==> config.mk <==
export PLATFORM = sky130hd
export DESIGN_NAME = if_fetch_stage
export DESIGN_NICKNAME = d
export VERILOG_FILES = /design/src/rtl/cpu_pkg.sv /design/src/rtl/if_id_pipe_reg.sv /design/src/rtl/if_fetch_stage.sv
export SDC_FILE = /design/constraint.sdc
export NUM_CORES = 1
export LEC_CHECK = 0
export ABC_AREA = 1
export CAP_MARGIN = 10
export CORE_AREA = 2 2 152 154
export CTS_BUF_LIST = sky130_fd_sc_hd__clkbuf_8
export CTS_CLUSTER_SIZE = 8
export DETAILED_ROUTE_END_ITERATION = 10
export DIE_AREA = 0 0 154 156
export PLACE_DENSITY = 0.78
export SLEW_MARGIN = 20
export SYNTH_ARGS = -nofsm -noshare
export SYNTH_HDL_FRONTEND = slang
export SYNTH_HIERARCHICAL = 1
export SYNTH_SLANG_ARGS = --single-unit
==> constraint.sdc <==
create_clock -name clock -period 1.6 [get_ports clock]
set_input_delay 0.24 -clock clock [delete_from_list [all_inputs] [get_ports clock]]
set_output_delay 0.24 -clock clock [all_outputs]
set_load 0.02 [all_outputs]
==> src/rtl/cpu_pkg.sv <==
// rtl/cpu_pkg.sv - shared pipeline types and constants
package cpu_pkg;

   typedef enum logic [1:0] {
      FETCH = 2'd0,
      KILL  = 2'd1,
      HOLD  = 2'd2
   } fetch_state_e;

   localparam logic [31:0] NOP_INSTR = 32'h0000_0000;
   localparam logic [31:0] PC_INCR   = 32'd4;

   typedef struct packed {
      logic [31:0] instr;
      logic [31:0] addr;
   } if_id_t;

endpackage

==> src/rtl/if_id_pipe_reg.sv <==
// rtl/if_id_pipe_reg.sv - 64-bit stage register with flush > hold > load priority
module if_id_pipe_reg #(
   parameter logic [63:0] FLUSH_VALUE = 64'h0
) (
   input  logic        clock,
   input  logic        reset,
   input  logic        flush,
   input  logic        hold,
   input  logic        load,
   input  logic [63:0] d,
   output logic [63:0] q
);

   logic [63:0] q_d;
   logic [63:0] q_q;

   always_comb begin
      q_d = q_q;
      if (flush) begin
         q_d = FLUSH_VALUE;
      end else if (!hold && load) begin
         q_d = d;
      end
   end

   always_ff @(posedge clock) begin
      if (reset) begin
         q_q <= FLUSH_VALUE;
      end else begin
         q_q <= q_d;
      end
   end

   assign q = q_q;

endmodule

==> src/rtl/if_fetch_stage.sv <==
// rtl/if_fetch_stage.sv - instruction fetch: PC, imem req/ready handshake, IF/ID register
module if_fetch_stage #(
   parameter logic [31:0] RESET_PC  = 32'h0000_0000,
   parameter logic [31:0] NOP_INSTR = cpu_pkg::NOP_INSTR
) (
   input  logic        clock,
   input  logic        reset,
   input  logic        Stall,
   input  logic        Redirect,
   input  logic [31:0] Redirect_address,
   output logic        imem_req,
   output logic [31:0] imem_addr,
   input  logic        imem_ready,
   input  logic [31:0] imem_rdata,
   output logic [31:0] Instruction_ID,
   output logic [31:0] Address_ID,
   output logic [31:0] PC
);

   import cpu_pkg::*;

   fetch_state_e state_d, state_q;
   logic [31:0]  pc_d, pc_q;
   logic [31:0]  kill_addr_d, kill_addr_q;
   if_id_t       hold_buf_d, hold_buf_q;
   logic         req_d, req_q;
   logic [31:0]  addr_d, addr_q;

   logic         completion;
   logic [31:0]  pc_plus4;
   logic [31:0]  redir_pc;
   logic         ifid_flush, ifid_hold, ifid_load;
   if_id_t       ifid_din, ifid_q;

   // The request is gated by reset so a half-finished request vanishes immediately.
   assign imem_req   = req_q & ~reset;
   assign imem_addr  = addr_q;
   assign completion = imem_req & imem_ready;
   assign pc_plus4   = pc_q + PC_INCR;
   assign redir_pc   = Redirect_address & ~32'd3;

   always_comb begin
      state_d     = state_q;
      pc_d        = pc_q;
      kill_addr_d = kill_addr_q;
      hold_buf_d  = hold_buf_q;
      ifid_flush  = 1'b0;
      ifid_hold   = 1'b0;
      ifid_load   = 1'b0;
      ifid_din    = '{instr: imem_rdata, addr: pc_plus4};

      if (Redirect) begin
         pc_d       = redir_pc;
         ifid_flush = 1'b1;
         unique case (state_q)
            FETCH: begin
               if (!completion) begin
                  kill_addr_d = pc_q;
                  state_d     = KILL;
               end
            end
            HOLD:    state_d = FETCH;
            KILL:    state_d = completion ? FETCH : KILL;
            default: state_d = FETCH;
         endcase
      end else begin
         unique case (state_q)
            FETCH: begin
               if (completion) begin
                  pc_d = pc_plus4;
                  if (Stall) begin
                     hold_buf_d = '{instr: imem_rdata, addr: pc_plus4};
                     ifid_hold  = 1'b1;
                     state_d    = HOLD;
                  end else begin
                     ifid_load = 1'b1;
                  end
               end else if (Stall) begin
                  ifid_hold = 1'b1;
               end else begin
                  ifid_flush = 1'b1;
               end
            end
            HOLD: begin
               ifid_din = hold_buf_q;
               if (Stall) begin
                  ifid_hold = 1'b1;
               end else begin
                  ifid_load = 1'b1;
                  state_d   = FETCH;
               end
            end
            KILL: begin
               if (completion) state_d = FETCH;
               if (Stall) ifid_hold = 1'b1;
               else       ifid_flush = 1'b1;
            end
            default: state_d = FETCH;
         endcase
      end

      // Request and address are registered from the next state so they are stable for a whole cycle.
      req_d  = (state_d != HOLD);
      addr_d = (state_d == KILL) ? kill_addr_d : pc_d;
   end

   always_ff @(posedge clock) begin
      if (reset) begin
         state_q     <= FETCH;
         pc_q        <= RESET_PC;
         kill_addr_q <= RESET_PC;
         hold_buf_q  <= '{instr: NOP_INSTR, addr: 32'h0};
         req_q       <= 1'b1;
         addr_q      <= RESET_PC;
      end else begin
         state_q     <= state_d;
         pc_q        <= pc_d;
         kill_addr_q <= kill_addr_d;
         hold_buf_q  <= hold_buf_d;
         req_q       <= req_d;
         addr_q      <= addr_d;
      end
   end

   if_id_pipe_reg #(
      .FLUSH_VALUE({NOP_INSTR, 32'h0})
   ) u_if_id (
      .clock (clock),
      .reset (reset),
      .flush (ifid_flush),
      .hold  (ifid_hold),
      .load  (ifid_load),
      .d     (ifid_din),
      .q     (ifid_q)
   );

   assign Instruction_ID = ifid_q.instr;
   assign Address_ID     = ifid_q.addr;
   assign PC             = pc_q;

endmodule

Word-level counts from Yosys, hierarchy flattened
Cells that the tools add are included.
{"block": "totals", "ff_bits": 227, "inputBits": 69, "output_inout_bits": 129, "wordCells": 51}
{"block": "classes", "addsub": 1, "eq_ne": 4, "muxes": 28, "n_bitwise": 4, "n_reduce_logical": 6}
{"op": "2-to-1 mux 32 bit", "n": 7}
{"op": "2-to-1 mux 64 bit", "n": 2}
{"op": "adder 32 x 3 -> 32 bit (second input constant)", "n": 1}
{"op": "2-to-1 mux 2 bit", "n": 6}
{"op": "2-to-1 mux 1 bit", "n": 9}
{"op": "case mux 2 bit (3 select lines)", "n": 1}
{"op": "equality test 2 x 1 -> 1 bit (second input constant)", "n": 2}
{"op": "case mux 1 bit (2 select lines)", "n": 2}
{"op": "case mux 2 bit (2 select lines)", "n": 1}
{"op": "AND reduction 4 bit", "n": 1}
{"op": "OR reduction 3 bit", "n": 1}
{"op": "bitwise AND 1 bit", "n": 2}
{"op": "equality test 2 bit (second input constant)", "n": 1}
{"op": "logical NOT 2 bit", "n": 1}
{"op": "inequality test 2 bit (second input constant)", "n": 1}
{"op": "inverter 1 bit", "n": 2}
{"op": "OR reduction 2 bit", "n": 1}
{"op": "logical AND 1 bit", "n": 1}
{"op": "logical NOT 1 bit", "n": 1}

Longest topological paths before layout
Gate-level depths: netlist of run 1.
{"block": "depth", "ltp_word": 8, "ltp_mapped": 14, "mapped_depth_nobuf": 14}

Modules after synthesis
Netlist of run 1, hierarchy kept.
{"module": "if_fetch_stage", "instances": 1, "cells_per_inst": 1239, "area_each_um2": 8044.0, "seq_area_each_um2": 3263.1}
{"module": "if_id_pipe_reg", "instances": 1, "cells_per_inst": 413, "area_each_um2": 2755.1, "seq_area_each_um2": 1281.2}

Worst setup path before layout of run 1
OpenSTA, ideal clock, no wires.
{"block": "synth_path", "path_kind": "register -> register", "from": "register pc_q[2] (netlist: PC[2])", "to": "register u_if_id.q_q[14] (netlist: u_if_id/q[14])", "setup_time_ps": 113, "arrival_ps": 1770, "required_ps": 1487, "slack_ps": -282, "stages_incl_launch_ff": 14, "path_buffers": 0, "synth_period_minus_slack_ps": 1882, "path_cell_list": "dfxtp_1 -> ha_1 -> nand2_1 -> nor2_1 -> nand2_2 -> nor2_1 -> nand2_1 -> and2_1 -> nand2_1 -> o21ai_0 -> inv_1 -> nand3_1 -> nand2_1 -> nor2_1"}
{"item": "start: declaration", "line_no": "if_fetch_stage.sv:23", "source": "logic [31:0] pc_d, pc_q;"}
{"item": "start signal: assignment", "line_no": "if_fetch_stage.sv:117", "source": "pc_q <= pc_d;"}
{"item": "end signal: assignment", "line_no": "if_id_pipe_reg.sv:30", "source": "q_q <= q_d;"}
{"item": "end: declaration", "line_no": "if_id_pipe_reg.sv:15", "source": "logic [63:0] q_q;"}

==> flow_summary.yaml, run 1 <==
critical_path:
  crit_path_max_fanout: 5
  r2r_end: "u_if_id/q[22]"
  r2r_cells: 14
  crit_chain: "ha_4, nand2_4, nor2_4, nand2_4, nor2_4, nand2_2, nand2_2, nand2_2, nand2_2, o21ai_2, inv_1, nand3_1, nand2_1, nor2_1"
  crit_arrival_ns: 2.22
  path_common_cell: "nand2_2"
  crit_slowest_cell: "dfxtp_4"
  start_kind: "flop"
  reg2reg_setup_slack_ns: -0.21
  crit_path_end_kind: "flop"
  r2r_start: "PC[2]"
  worstSetupPathType: "flop to flop"
  cp_data_required_time_ns: 2.01
  cpPeakStageDelay_ns: 0.38
die:
  die_x_um: 154
  start_util_pct: 48.3
  dieArea_um2: 24000
  io_pins: 198
  die_h_um: 156
  rows: 55
  coreArea_um2: 22400
clock_network:
  cts_tree: "built"
  clock_sinks: 227
  cts_root_buffer: "clkbuf_8"
  htree_levels: 2
  clk_pin_slew_ns: 0.06
  cts_buffers: 40
  cts_buffer_depth: 3
  hold_buffers: 0
  worstSkewPairLatency_ns: 0.54
finish:
  final_core_util_pct: 68.6
  postLayoutCellArea_um2: 15300
  drive_above_1_share_pct: 20.1
  regArea_um2: 4590
  multiInputGateArea_um2: 5440
  area_growth_pct: 42.1
  diodes: 0
  fin_cells: 2247
  nNetsFinal: 2004
  fill_cells: 1805
power_and_ir_drop:
  p_sw_mw: 3.92
  p_leak_nw: 7.19
  p_int_mw: 9.95
  power_frac_comb_pct: 17.0
  power_density_nw_per_um2: 904
  p_sw_share_pct: 28.3
  vdd_ir_drop_max_mv: 0.642
  p_clk_share_pct: 39.3
  seqPwrFrac_pct: 43.7
job:
  maxCapViolCount: 0
timing:
  maxSlewHeadroom_pct: 69.4
  setup_tns_ns: -3.08
  period_share_pct: 113
  max_freq_mhz: 553
  fin_hold_ws_ns: 0.0650
  setup_violations: 46
  period_needed_ns: 1.81
  hold_violations: 0
  grt_setup_unrepaired: "true"
  skew_ns: 0.0314
  worst_pin_slew_ns: 0.458
  slew_viol_final: 0
  timing.final.ws_setup_ns: -0.207
place:
  dp_hpwl_um: 21000
  place_inst: 2151
  portBuffers: 195
  placed_area_um2: 13700
  gp_congestion: 0.896
global_routing:
  grt_util_met2_pct: 43.8
  grt_pass1_wl_um: 52600
  globalRouteTotalUtil_pct: 26.7
  grtUsageMet3_pct: 4.14
  antenna_found_initial: 0
  top_usage_layer: "met2"
  gr-usage-met1_pct: 36.2
  grt_overflow: 0
  grt_max_degree: 80
  grt_pass1_vias: 10600
logic_synthesis:
  synthDistinctLibCells: 39
  ys_seq_area_share_pct: 42.1
  synth_top_area_cell: "dfxtp_1"
  synth_fp_nets: 1722
  synth_edf_count: 0
  syn_inst: 1652
  synth_flop_cell: "dfxtp_1"
  synth_top_area_share_pct: 42.1
  ys_ff_latch: 227
  synth_area_leaders: "dfxtp_1 42%, nand2_1 14%, nor2_1 10%, inv_1 8.0%, nand3_1 5.5%"
  synthArstFlopShare_pct: 0
  ys_warn_count: 6
  syn_avg_cell_area_um2: 6.54
  syn_area_um2: 10800
detailed_routing:
  dr.pass1.iters: 6
  final_antenna_net_count: 0
  wl_per_cell_um: 15.3
  vias_per_cell: 5.16
  first_iter_violations: 799
  wl_um: 34400
  vias: 11600
  drc_errors: 0
worst_hold_path:
  hp-class: "primary input to flop"
  hp-start: "Redirect"
  worst_hold_path.endpoint: "state_q[1]"
  holdPathStages: 4
outcome:
  outcome: "finished with violations"
  violations: "setup timing"
-- power groups by stage --
stage / clock (mW) / combinational, mW / sequential [mW]
finish: 5.45 / 2.36 / 6.06
CTS: 5.53 / 2.22 / 6.04
global route: 5.79 / 2.58 / 6.08
detailed placement: 0 / 2.21 / 6.16
global placement: 0 / 2.18 / 6.16
floorplan: 0 / 1.05 / 6.34
-- registers in the layout (all words and copies together) (netlist names) --
| signal | flops |
|---|---|
| hold_buf_q | 64 |
| u_if_id/q | 64 |
| PC | 32 |
| imem_addr | 32 |
| kill_addr_q | 32 |
| state_q | 2 |
| req_q | 1 |
-- critical path, delay by kind of cell (launching register included) --
kind | cells | cell delay, ns
flops | 1 | 0.38
compound gates | 1 | 0.05
buf+inv | 1 | 0.05
simple gates | 11 | 1.03
fa+ha+maj | 1 | 0.16
-- layout make-up --
cell class	instances	share of cell area [%]
clock inverters	18	0.660
repair buffers	333	21.1
clock buffers	52	4.66
multi-input cells	1094	35.4
well taps	285	2.32
flip-flops and latches	227	29.9
inverters	238	5.91
-- routing by layer --
metal	vias to the layer above	routed length, um
met5	-	0
met4	0	846
met3	82	2880
met2	566	16200
met1	5286	14500
li1	5659	-
-- placed cells by master, fill, tap and decap left out, types with 64 or more instances in the layout --
| cell type | count |
|---|---|
| o21ai_0 | 88 |
| clkdlybuf4s50_1 | 64 |
| a21oi_1 | 66 |
| nand2_1 | 345 |
| nand3_1 | 99 |
| buf_4 | 102 |
| dfxtp_1 | 204 |
| dlygate4sd2_1 | 100 |
| nor2_1 | 275 |
| inv_1 | 242 |
-- through the flow --
step | setup slack [ns] | power, mW
after floorplan | -0.00791 | 7.39
after global placement | -0.312 | 8.34
after detailed placement | -0.361 | 8.37
after CTS | -0.122 | 13.8
after global routing | -0.277 | 14.4
final | -0.207 | 13.9
-- Yosys cell counts, types with 5 or more instances --
library cell and n:
inv_2 5, a21oi_2 5, clkbuf_1 29, nor2_1 298, buf_2 33, nand3_1 118, and2_1 8, dfxtp_1 227
o21ai_1 21, buf_4 8, xor2_1 5, o21ai_0 116, nand2_1 396, o21a_1 13, inv_1 230, a22oi_1 5
nor2_4 5, buf_6 13, a21oi_1 72, buf_1 9
-- worst max-delay path by stage --
stage	startpoint	end	cells past startpoint	slack (ns)
floorplan	PC[2]	u_if_id/q[14]	13	-0.008
global placement	imem_ready	u_if_id/q[20]	9	-0.31
detailed placement	imem_ready	u_if_id/q[24]	10	-0.36
CTS	PC[3]	u_if_id/q[24]	15	-0.12
global route	PC[2]	u_if_id/q[22]	14	-0.28
finish	PC[2]	u_if_id/q[22]	14	-0.21
-- repair_timing --
| item | 4_1_cts | 5_1_grt |
|---|---|---|
| endpoints found under the hold margin | 0 | 0 |
| resized for setup | 255 | 128 |
| gates cloned | 5 | 4 |
| setup endpoints to repair | 213 | 197 |
| pin swaps | 31 | 36 |
| setup buffers | 11 | 9 |
-- logic make-up after synthesis --
family	count (synthesis)	synth area share, %
simple gates	838	31.5
buf+inv	331	13.2
xor+xnor	8	0.649
compound gates	247	12.5
flops	227	42.1
fa+ha+maj	1	0.116
No activity file was read; power rests on OpenSTA's default activity.
==> run 2, diff against run 1 <==
--- a/config.mk
+++ b/config.mk
@@ -9,3 +9,3 @@
 export CAP_MARGIN = 10
-export CORE_AREA = 2 2 152 154
+export CORE_AREA = 2 2 144 146
 export CTS_BUF_LIST = sky130_fd_sc_hd__clkbuf_8
@@ -13,4 +13,4 @@
 export DETAILED_ROUTE_END_ITERATION = 10
-export DIE_AREA = 0 0 154 156
-export PLACE_DENSITY = 0.78
+export DIE_AREA = 0 0 146 148
+export PLACE_DENSITY = 0.82
 export SLEW_MARGIN = 20
==> constraint.sdc (replaced) <==
create_clock -name clock -period 1.97 [get_ports clock]
set_input_delay 0.2955 -clock clock [delete_from_list [all_inputs] [get_ports clock]]
set_output_delay 0.2955 -clock clock [all_outputs]
set_load 0.05 [all_outputs]
==> run 2 against run 1 <==
  * The run now ends clean
  * Via count down 6.7%
  * Count of clock-buffer cells in the layout down 4
  * Total power down 21%
  * Design area down 10%
  * Flip-flop and latch count unchanged
  * Hold slack better by 0.21 ns
  * Combinational power down 18%
  * Utilization up 0.15 points
  * Register-to-register slack better by 0.34 ns
  * Largest power group unchanged
  * Highest routed layer unchanged
==> flow_summary.yaml, run 2 (synthesized netlist as in run 1, its figures left out) <==
power_and_ir_drop:
  vdd_ir_drop_max_mv: 0.543
  power_density_nw_per_um2: 792
  p_leak_nw: 6.65
critical_path:
  cp_num_buf_inv: 1
  cp_data_required_time_ns: 1.67
  cpLargestDelayFamily: "buffers and inverters"
  reg2reg_setup_slack_ns: 0.13
  crit_arrival_ns: 1.64
  crit_path_max_fanout: 1
  start_kind: "flop"
  crit_path_end_kind: "output port"
  cpPeakStageDelay_ns: 0.80
  crit_slowest_cell: "clkdlybuf4s50_1"
  worstSetupPathType: "flop to output port"
  crit_chain: "clkdlybuf4s50_1"
detailed_routing:
  wl_um: 29800
  final_antenna_net_count: 0
  first_iter_violations: 741
  vias: 10800
  wl_per_cell_um: 13.9
  drc_errors: 0
  vias_per_cell: 5.06
  dr.pass1.iters: 5
global_routing:
  grt_overflow: 0
  grt_max_degree: 74
  grt_pass1_vias: 9908
  grt_pass1_wl_um: 48300
  antenna_found_initial: 0
  globalRouteTotalUtil_pct: 26.9
place:
  gp_congestion: 0.892
  dp_hpwl_um: 20300
  place_inst: 2075
  portBuffers: 195
  pre_cts_slack_ns: -0.0955
finish:
  diodes: 0
  most-common-layout-cells: "392 x nand2_1, 289 x nor2_1, 240 x inv_1"
  drive_above_1_share_pct: 8.99
  fin_cells: 2138
  final_core_util_pct: 68.8
  regArea_um2: 4550
  fill_cells: 1777
  nNetsFinal: 1917
  area_growth_pct: 27.6
  final_common_cell: "nand2_1"
  multiInputGateArea_um2: 4920
clock_network:
  clk_pin_slew_ns: 0.06
  cts_buffer_depth: 3
  clock_sinks: 227
  cts_tree: "built"
  hold_buffers: 0
  cts_root_buffer: "clkbuf_8"
  worstSkewPairLatency_ns: 0.55
  cts_buffers: 40
  cts_setup_buffers: 0
  htree_levels: 2
die:
  dieArea_um2: 21600
  coreArea_um2: 20000
  rows: 52
  io_pins: 198
  start_util_pct: 53.9
  die_x_um: 146
  die_h_um: 148
timing:
  maxSlewHeadroom_pct: 60.8
  max_freq_mhz: 517
  setup_tns_ns: 0
  timing.final.ws_setup_ns: 0.0358
  period_needed_ns: 1.93
  slew_viol_final: 0
  setup_violations: 0
  worst_pin_slew_ns: 0.589
  hold_violations: 0
  skew_ns: 0.0279
  grt_setup_unrepaired: "true"
  period_share_pct: 98.2
outcome:
  outcome: "finished clean"
worst_hold_path:
  hp-class: "primary input to flop"
job:
  maxCapViolCount: 0
run 2: cell count changes in the layout (fill, tap and decap cells not counted), moves of 10 or more:
cell	previous run	this run
buf_12	21	11
buf_4	102	51
clkbuf_2	11	0
dfxtp_1	204	219
dlymetal6s2s_1	0	13
nand2_1	345	392
nand2_2	45	5
nand3_1	99	118
nand3_2	17	0
nor2_1	275	289
o21ai_0	88	115
o21ai_1	38	22
o21ai_2	11	0
run 2: routing by layer:
layer | vias to the layer above | part of all wire (%) | track usage, %
met3 | 38 | 8.1 | 5.74
met4 | 0 | 1.5 | 7.48
met5 | - | 0 | 0
met1 | 4912 | 45 | 37.1
li1 | 5454 | - | -
met2 | 415 | 45 | 42.9
run 2: power by group:
part	internal (mW)	leakage [nW]	total [mW]	switching, mW
Sequential	4.80	1.85	4.92	0.120
Combinational	0.666	4.37	1.94	1.27
Clock	2.18	0.419	4.06	1.88
run 2: worst min-delay path, delay by kind of cell:
family	cells	cell delay, ns
AND/OR/NAND/NOR	3	0.33
buffers and inverters	1	0.14
run 2: repair_timing:
item,in CTS,in global routing
endpoints found under the hold margin,0,0
pin swaps,0,4
resized for setup,99,36
setup endpoints to repair,99,40
gates cloned,0,0
run 2: area by class of cell:
cell class                 instances  area share (%)
clock buffer                      48            4.79
clock inverter                    15           0.481
inverter                         238            6.55
multi-input combinational       1094            35.7
sequential                       227            33.0
tap                              270            2.45
timing repair buffer             246            17.0
run 2: worst paths after layout:
check,from,to,depth (start not counted)
setup / recovery,imem_addr[30],imem_addr[30],1
hold / removal,Redirect,state_q[1],4
setup reg to reg,PC[2],u_if_id/q[11],13
hold reg to reg,u_if_id/q[22],u_if_id/q[22],2
run 2: per-stage QoR:
stage          hold WS, ns  total power [mW]  instance area [um2]
2_1_floorplan        0.445              6.28                10800
3_3_place_gp         0.454              6.94                13100
3_5_place_dp         0.464              6.97                13100
4_1_cts              0.261              10.9                13700
5_1_grt              0.283              11.4                13800
6_report             0.277              10.9                13800
==> run 3, diff against run 2 <==
Settings changed: CAP_MARGIN 10 to 20, CORE_AREA 2 2 144 146 to 2 2 165 127, DIE_AREA 0 0 146 148 to 0 0 167 129.
==> run 3 against run 2 <==
  * Fmax decreased by 0.38%
  * Final cell count increased by 0.37%
  * Highest routed layer unchanged
  * Critical path depth unchanged
  * Non-clock buffer count increased by 20
  * Clock power about the same
  * Flip-flop and latch count unchanged
  * Via count increased by 1.1%
  * Count of clock-buffer cells in the layout unchanged
==> flow_summary.yaml, run 3 (synthesized netlist as in run 1, its figures left out) <==
clock_network:
  clk_pin_slew_ns: 0.06
  hold_buffers: 0
  cts_tree: "built"
  htree_levels: 2
  cts_buffers: 39
  cts_buffer_depth: 3
  clock_sinks: 227
  worstSkewPairLatency_ns: 0.53
  cts_root_buffer: "clkbuf_8"
timing:
  setup_violations: 0
  max_freq_mhz: 515
  maxSlewHeadroom_pct: 62.8
  slew_viol_final: 0
  worst_pin_slew_ns: 0.561
  setup_tns_ns: 0
  period_needed_ns: 1.94
  hold_violations: 0
  period_share_pct: 98.6
  skew_ns: 0.0161
  fin_hold_ws_ns: 0.117
global_routing:
  gr-usage-met1_pct: 38.0
  globalRouteTotalUtil_pct: 27.6
  grt_pass1_vias: 9928
  grt_util_met2_pct: 43.5
  grtUsageMet3_pct: 5.94
  antenna_found_initial: 0
  grt_overflow: 0
  grt_max_degree: 48
  grt_pass1_wl_um: 48900
  top_usage_layer: "met2"
critical_path:
  crit_chain: "clkdlybuf4s50_1"
  worstSetupPathType: "flop to output port"
  cp_data_required_time_ns: 1.67
  crit_path_end_kind: "output port"
  cpPeakStageDelay_ns: 0.80
  crit_arrival_ns: 1.65
  crit_path_max_fanout: 1
  cp_num_buf_inv: 1
  crit_slowest_cell: "clkdlybuf4s50_1"
  cpLargestDelayFamily: "buffers and inverters"
  start_kind: "flop"
finish:
  diodes: 0
  drive_above_1_share_pct: 10.3
  most-common-layout-cells: "391 x nand2_1, 290 x nor2_1, 240 x inv_1"
  fin_cells: 2146
  nNetsFinal: 1936
  final_common_cell: "nand2_1"
  area_growth_pct: 29.5
outcome:
  outcome: "finished clean"
power_and_ir_drop:
  p_leak_nw: 6.76
  power_density_nw_per_um2: 783
  vdd_ir_drop_max_mv: 0.595
detailed_routing:
  first_iter_violations: 1042
  wl_um: 30400
  final_antenna_net_count: 0
  dr.pass1.iters: 6
  vias: 10900
  wl_per_cell_um: 14.2
  vias_per_cell: 5.10
  drc_errors: 0
die:
  start_util_pct: 54.3
  rows: 45
  die_x_um: 167
  coreArea_um2: 19900
  dieArea_um2: 21500
  die_h_um: 129
  io_pins: 198
job:
  maxCapViolCount: 0
worst_hold_path:
  hp-class: "primary input to flop"
place:
  place_inst: 2081
  portBuffers: 195
  dp_hpwl_um: 21100
  gp_congestion: 0.945
run 3: power by group:
part,switching [mW],total (mW),internal [mW]
Clock,1.88,4.06,2.18
Combinational,1.28,1.98,0.706
Sequential,0.109,4.91,4.80
Total,3.27,11.0,7.69
run 3: layout make-up:
cell class                      count  area (um2)
Multi-Input combinational cell   1094        4950
Inverter                          238         902
Clock inverter                     15        68.8
Clock buffer                       48         661
Fill cell                        1723        5890
Timing Repair Buffer              266        2530
Sequential cell                   227        4550
Tap cell                          258         323
run 3: per-stage QoR:
stage,util (%),area (um2),power (mW),worst slack [ns]
after floorplan,-,10800,6.28,0.00959
after global placement,66.4,13200,6.95,-0.0303
after detailed placement,66.4,13200,6.98,-0.0510
after CTS,69.6,13800,11.0,0.000184
after global routing,70.4,14000,11.4,-0.00750
final,70.4,14000,11.0,0.0284
run 3: path summary, 6_finish.rpt:
check	startpoint	to	slack [ns]	depth (start not counted)
setup / recovery	imem_addr[8]	imem_addr[8]	0.03	1
hold / removal	reset	PC[6]	0.12	4
setup reg to reg	PC[17]	u_if_id/q[18]	0.11	12
hold reg to reg	u_if_id/q[57]	u_if_id/q[57]	0.47	2
run 3: routing by layer:
metal	wire length [um]	up-vias
li1	-	5506
met1	13700	4916
met2	13300	457
met3	2820	59
met4	641	0
met5	0	-
run 3: repair_timing:
item                       CTS  global route
pin swaps                    0             6
setup buffers                0             2
setup endpoints to repair   88            41
gates resized for setup     87            42
cloned                       0             0
